`config.mk`:
```
export PLATFORM = sky130hd
export DESIGN_NAME = quad_scan_ctrl
export DESIGN_NICKNAME = d
export VERILOG_FILES = /design/src/rtl/quad_scan_ctrl.sv
export SDC_FILE = /design/constraint.sdc
export NUM_CORES = 1
export LEC_CHECK = 0
export BUFFER_PORTS_ARGS = -buffer_cell sky130_fd_sc_hd__buf_2
export CORE_MARGIN = 3
export CORE_UTILIZATION = 60
export DETAILED_ROUTE_END_ITERATION = 8
export PLACE_DENSITY = 0.89
export SLEW_MARGIN = 40
export SYNTH_ARGS = -nofsm -noshare
export SYNTH_HDL_FRONTEND = slang
export SYNTH_SLANG_ARGS = --single-unit
```
`constraint.sdc`:
```
create_clock -name hwclk -period 8.1 [get_ports hwclk]
set_input_delay 1.62 -clock hwclk [delete_from_list [all_inputs] [get_ports hwclk]]
set_output_delay 1.62 -clock hwclk [all_outputs]
set_load 0.05 [all_outputs]
```
`src/rtl/quad_scan_ctrl.sv`:
```
// quad_scan_ctrl: one quadrature-decode datapath shared by NUM_CH rotary
// encoders. Each scan tick walks every channel through LOAD/DECODE/WRITE.
// Per-channel prior {B,A}, position count and sticky error live in arrays
// and are served through a one-cycle request/acknowledge read port.
// Optional build macro QUAD_SCAN_SAT_EN: counts saturate at 0 and all-ones
// instead of wrapping modulo 2^CNT_W.
module quad_scan_ctrl #(
    parameter int NUM_CH   = 4,
    parameter int CNT_W    = 16,
    parameter int SCAN_DIV = 32
) (
    input  logic                      hwclk,
    input  logic                      reset,
    input  logic [NUM_CH-1:0]         enc_a,
    input  logic [NUM_CH-1:0]         enc_b,
    input  logic                      rd_req,
    input  logic [$clog2(NUM_CH)-1:0] rd_ch,
    output logic                      rd_ack,
    output logic [CNT_W-1:0]          rd_cnt,
    output logic                      rd_err,
    output logic                      scan_busy
);
    localparam int CH_W = $clog2(NUM_CH);
    localparam int TK_W = $clog2(SCAN_DIV);
    localparam logic [CH_W-1:0] LAST_CH  = CH_W'(NUM_CH - 1);
    localparam logic [TK_W-1:0] TICK_MAX = TK_W'(SCAN_DIV - 1);

    typedef enum logic [2:0] {S_PRIME, S_WAIT, S_LOAD, S_DECODE, S_WRITE} state_t;

    state_t            state;
    logic [CH_W-1:0]   idx;
    logic [1:0]        prime_dly;
    logic [TK_W-1:0]   tick_cnt;
    logic              tick;

    logic [NUM_CH-1:0] a_meta, a_sync, b_meta, b_sync;

    logic [1:0]        prior_q [NUM_CH];
    logic [CNT_W-1:0]  cnt_q   [NUM_CH];
    logic              err_q   [NUM_CH];

    // Shared datapath registers for the channel currently being scanned
    logic [1:0]        ld_old, ld_new;
    logic [CNT_W-1:0]  ld_cnt;
    logic              dec_inc, dec_dn, dec_err;

    logic [1:0]        step;
    logic [CNT_W-1:0]  cnt_next;
    logic              rd_ch_ok;

    // Position of a {B,A} code along the forward rotation 00,10,11,01
    function automatic logic [1:0] phase(input logic [1:0] ba);
        case (ba)
            2'b00:   phase = 2'd0;
            2'b10:   phase = 2'd1;
            2'b11:   phase = 2'd2;
            default: phase = 2'd3;
        endcase
    endfunction

    // Phase difference mod 4: 1 = forward, 3 = backward, 2 = skipped state
    assign step = phase(ld_new) - phase(ld_old);

    assign tick     = (tick_cnt == TICK_MAX);
    assign rd_ch_ok = (32'(rd_ch) < NUM_CH);

    // Next count for the channel in WRITE, wrapping or saturating
    always_comb begin
        cnt_next = ld_cnt;
`ifdef QUAD_SCAN_SAT_EN
        if (dec_inc && (ld_cnt != '1))
            cnt_next = ld_cnt + CNT_W'(1);
        else if (dec_dn && (ld_cnt != '0))
            cnt_next = ld_cnt - CNT_W'(1);
`else
        if (dec_inc)
            cnt_next = ld_cnt + CNT_W'(1);
        else if (dec_dn)
            cnt_next = ld_cnt - CNT_W'(1);
`endif
    end

    // Two-flop synchroniser on every encoder input bit
    always_ff @(posedge hwclk or posedge reset) begin
        if (reset) begin
            a_meta <= '0;
            a_sync <= '0;
            b_meta <= '0;
            b_sync <= '0;
        end else begin
            a_meta <= enc_a;
            a_sync <= a_meta;
            b_meta <= enc_b;
            b_sync <= b_meta;
        end
    end

    // Free-running scan tick divider
    always_ff @(posedge hwclk or posedge reset) begin
        if (reset)
            tick_cnt <= '0;
        else
            tick_cnt <= tick ? '0 : tick_cnt + TK_W'(1);
    end

    // Scan FSM, channel arrays and read port; the read-side error clear is
    // written before the WRITE-side set so a simultaneous set wins.
    always_ff @(posedge hwclk or posedge reset) begin
        if (reset) begin
            state     <= S_PRIME;
            idx       <= '0;
            prime_dly <= '0;
            scan_busy <= 1'b1;
            ld_old    <= '0;
            ld_new    <= '0;
            ld_cnt    <= '0;
            dec_inc   <= 1'b0;
            dec_dn    <= 1'b0;
            dec_err   <= 1'b0;
            rd_ack    <= 1'b0;
            rd_cnt    <= '0;
            rd_err    <= 1'b0;
            for (int i = 0; i < NUM_CH; i++) begin
                prior_q[i] <= 2'b00;
                cnt_q[i]   <= '0;
                err_q[i]   <= 1'b0;
            end
        end else begin
            rd_ack <= rd_req;
            if (rd_req && rd_ch_ok) begin
                rd_cnt        <= cnt_q[rd_ch];
                rd_err        <= err_q[rd_ch];
                err_q[rd_ch]  <= 1'b0;
            end else begin
                rd_cnt <= '0;
                rd_err <= 1'b0;
            end

            case (state)
                S_PRIME: begin
                    // First two cycles let the synchroniser fill
                    if (prime_dly != 2'd2) begin
                        prime_dly <= prime_dly + 2'd1;
                    end else begin
                        prior_q[idx] <= {b_sync[idx], a_sync[idx]};
                        if (idx == LAST_CH) begin
                            idx       <= '0;
                            state     <= S_WAIT;
                            scan_busy <= 1'b0;
                        end else begin
                            idx <= idx + CH_W'(1);
                        end
                    end
                end
                S_WAIT: begin
                    if (tick) begin
                        idx       <= '0;
                        state     <= S_LOAD;
                        scan_busy <= 1'b1;
                    end
                end
                S_LOAD: begin
                    ld_old <= prior_q[idx];
                    ld_new <= {b_sync[idx], a_sync[idx]};
                    ld_cnt <= cnt_q[idx];
                    state  <= S_DECODE;
                end
                S_DECODE: begin
                    dec_inc <= (step == 2'd1);
                    dec_dn  <= (step == 2'd3);
                    dec_err <= (step == 2'd2);
                    state   <= S_WRITE;
                end
                S_WRITE: begin
                    prior_q[idx] <= ld_new;
                    if (dec_err)
                        err_q[idx] <= 1'b1;
                    else
                        cnt_q[idx] <= cnt_next;
                    if (idx == LAST_CH) begin
                        idx       <= '0;
                        state     <= S_WAIT;
                        scan_busy <= 1'b0;
                    end else begin
                        idx   <= idx + CH_W'(1);
                        state <= S_LOAD;
                    end
                end
                default: begin
                    state     <= S_PRIME;
                    scan_busy <= 1'b1;
                end
            endcase
        end
    end
endmodule

```
==> results.py <==
metrics = {
    "power": {
        "combPwrFrac_pct": 14.9,
        "irDropWorstVdd_mv": 0.194,
        "power_switching_uw": 530,
        "switching_share_pct": 27.1,
        "internal-power_uw": 1430,
        "leakage_uw": 0.00347,
        "pwr-share-seq_pct": 45.6,
        "p_per_area_nw_per_um2": 258,
        "clkPwrFrac_pct": 39.4,
    },
    "timing": {
        "hold_viol_final": 0,
        "final.setup.tns_ps": 0,
        "fin_crit_ps": 2830,
        "period_share_pct": 34.9,
        "rsz0062_at_grt": "false",
        "final-setup-viol-count": 0,
        "slew_headroom_pct": 53.0,
        "finClkSkew_ps": 7.70,
        "setup_ws_ps": 5270,
        "tightest_slew_ps": 705,
        "fmax_mhz": 353,
        "slew_viol_final": 0,
    },
    "placed_design": {
        "io_buffers": 31,
        "post_dp_cell_area_um2": 6990,
        "dp.cells": 668,
        "dpl_worst_slack_ps": 4960,
        "gp_congestion": 0.887,
        "dp_hpwl_um": 8570,
    },
    "global_routing": {
        "grt_pass1_vias": 4712,
        "grt_max_degree": 81,
        "grt_overflow_total": 0,
        "grt_pass1_wl_um": 23900,
        "antenna_found_initial": 0,
        "grtUsageTotal_pct": 25.1,
    },
    "critical_path": {
        "rrSetupSlack_ps": 5660,
        "max_stage_delay_ps": 530,
        "startpoint": "scan_busy",
        "cp_slowest_cell": "dfstp_2",
        "crit_buf_inv": 1,
        "path_cells": "buf_2",
        "cp_max_fo": 2,
        "endpoint_kind": "primary output",
        "rr_startpoint": "ld_cnt[0]",
        "crit_cells": 1,
        "criticalPathCategory": "reg -> out",
        "timing.rr.end": "cnt_q[28]",
        "timing.critical_path.to": "scan_busy",
        "critPathRequiredTime_ps": 6480,
        "reg2regPathDepth": 7,
        "start_kind": "flip-flop",
        "critical-path-top-delay-family": "flip-flops",
        "cp.arrival_ps": 1210,
    },
    "route": {
        "drtIter0Drc": 349,
        "dr.pass1.iters": 4,
        "vias_per_cell": 6.29,
        "drc": 0,
        "wirelength_um": 14700,
        "ant_nets": 0,
        "wl_per_cell_um": 21.0,
        "vias": 4398,
    },
    "clock_tree": {
        "htreeDepth": 4,
        "cts_sinks": 146,
        "postCtsHoldBufs": 0,
        "insertion_delay_ps": 430,
        "cts_made_buffers": 17,
        "cts_resized": 0,
        "cts_buffer_depth": 2,
        "post_cts_buffers": 0,
        "cts_tree": "yes",
        "clkTransAtPathRegs_ps": 60,
        "cts-root-buf": "clkbuf_16",
    },
    "layout": {
        "diodes": 0,
        "nets": 574,
        "final_design_area_no_fill_um2": 7580,
        "utilization_pct": 69.3,
        "multiInputGateArea_um2": 2910,
        "layout.cells.non_filler": 699,
        "drive_above_1_share_pct": 30.2,
        "fillers": 701,
        "syn_to_final_growth_pct": 12.4,
        "register_area_um2": 3650,
    },
    "floorplanning": {
        "initial_core_util_pct": 61.7,
        "die_w_um": 112,
        "coreArea_um2": 10900,
        "pin_count": 32,
        "die_height_um": 112,
        "dieArea_um2": 12600,
        "num_rows": 38,
    },
    "job": {
        "drv_cap": 0,
    },
    "yosys": {
        "yosysSeqAreaShare_pct": 54.2,
        "synth_ff_type": "dfrtp_1",
        "synth_seq_cells": 146,
        "syn_area_um2": 6750,
        "mappedNetlistNets": 547,
        "avgSynthCellArea_um2": 13.0,
        "yosysMostFrequentCell": "dfrtp_1",
        "synth_cell_types": 48,
        "synthDominantCellAreaShare_pct": 53.8,
        "synthTopCellsByArea": "dfrtp_1, mux4_2, mux2_2, nand2_1, ha_1",
        "yosysWarnings": 0,
        "syn_inst": 520,
        "ys_async_sr_fraction_pct": 100,
        "synth_edf_count": 0,
        "synth_common_cells": "dfrtp_1, nand2_1, mux2_2",
        "yosysTopAreaCell": "dfrtp_1",
    },
    "worst_hold_path": {
        "hold_class": "reg -> reg",
    },
    "outcome": {
        "status": "finished clean",
    },
}
-- state kept, by name, indices dropped and copies added, names as in the netlist, 2 cells and up --
name	count
ld_new	2
state	3
rd_cnt	16
b_meta	4
prior_q	8
b_sync	4
a_meta	4
err_q	4
idx	2
prime_dly	2
a_sync	4
ld_cnt	16
ld_old	2
tick_cnt	5
cnt_q	64
-- power by group through the flow --
| stage | registers (uW) | logic, uW | clock network [uW] |
|---|---|---|---|
| after floorplan | 916 | 195 | 0 |
| after global placement | 891 | 272 | 0 |
| after detailed placement | 901 | 287 | 0 |
| after CTS | 892 | 293 | 780 |
| after global routing | 904 | 320 | 815 |
| final | 893 | 292 | 772 |
-- layer usage --
| metal | GRT usage [%] | share of wire (%) |
|---|---|---|
| met1 | 30.1 | 37 |
| met2 | 42.5 | 53 |
| met3 | 7.44 | 7.8 |
| met4 | 11.1 | 2.5 |
| met5 | 0 | 0 |
-- area by class of cell --
type | instances | share of cell area (%)
Inverter | 15 | 0.809
Clock inverter | 12 | 1.73
Tap cell | 140 | 2.31
Clock buffer | 19 | 5.98
Timing Repair Buffer | 35 | 2.49
Multi-Input combinational cell | 332 | 38.5
Sequential cell | 146 | 48.2
-- worst min-delay path by stage --
stage,from,end,slack (ps),cells past startpoint
detailed placement,b_meta[3],b_sync[3],330,0
finish,b_meta[3],b_sync[3],350,0
global route,a_meta[2],a_sync[2],360,0
global placement,b_meta[2],b_sync[2],330,0
CTS,b_meta[3],b_sync[3],350,0
floorplan,a_meta[0],a_sync[0],330,0
-- per-stage QoR --
stage	hold WS, ps	total power [uW]
final	348	1960
after global routing	357	2040
after CTS	348	1970
after detailed placement	335	1190
after global placement	333	1160
after floorplan	331	1110
-- cell families (layout without fill, tap and decap cells) --
| family | after synthesis | after routing | share of synthesized area (%) |
|---|---|---|---|
| xor+xnor | 20 | 20 | 2.60 |
| fa+ha+maj | 14 | 14 | 2.60 |
| mux | 95 | 95 | 22.0 |
| compound gates | 66 | 66 | 5.81 |
| simple gates | 137 | 137 | 10.2 |
| buf+inv | 42 | 81 | 2.62 |
| flops | 146 | 146 | 54.2 |
-- layout by cell type (no fill, tap or decap), drive strengths merged, types with 2 or more instances in the layout --
cell,n
inv,17
nor2b,3
clkbuf,19
nor3,5
a21oi,3
dfrtp,145
clkinv,4
xnor2,16
or2,3
nor3b,2
nand2,64
o22ai,2
or3,3
ha,14
and2,18
nor2,15
bufinv,2
mux2,55
o31ai,2
xor2,4
nor4,3
a22oi,4
mux2i,3
nand3,7
buf,35
o21ai,44
mux4,37
a22o,6
nand4,3
o21a,2
clkinvlp,4
or3b,2
and3,4
Power figures use the tool's default switching activity.
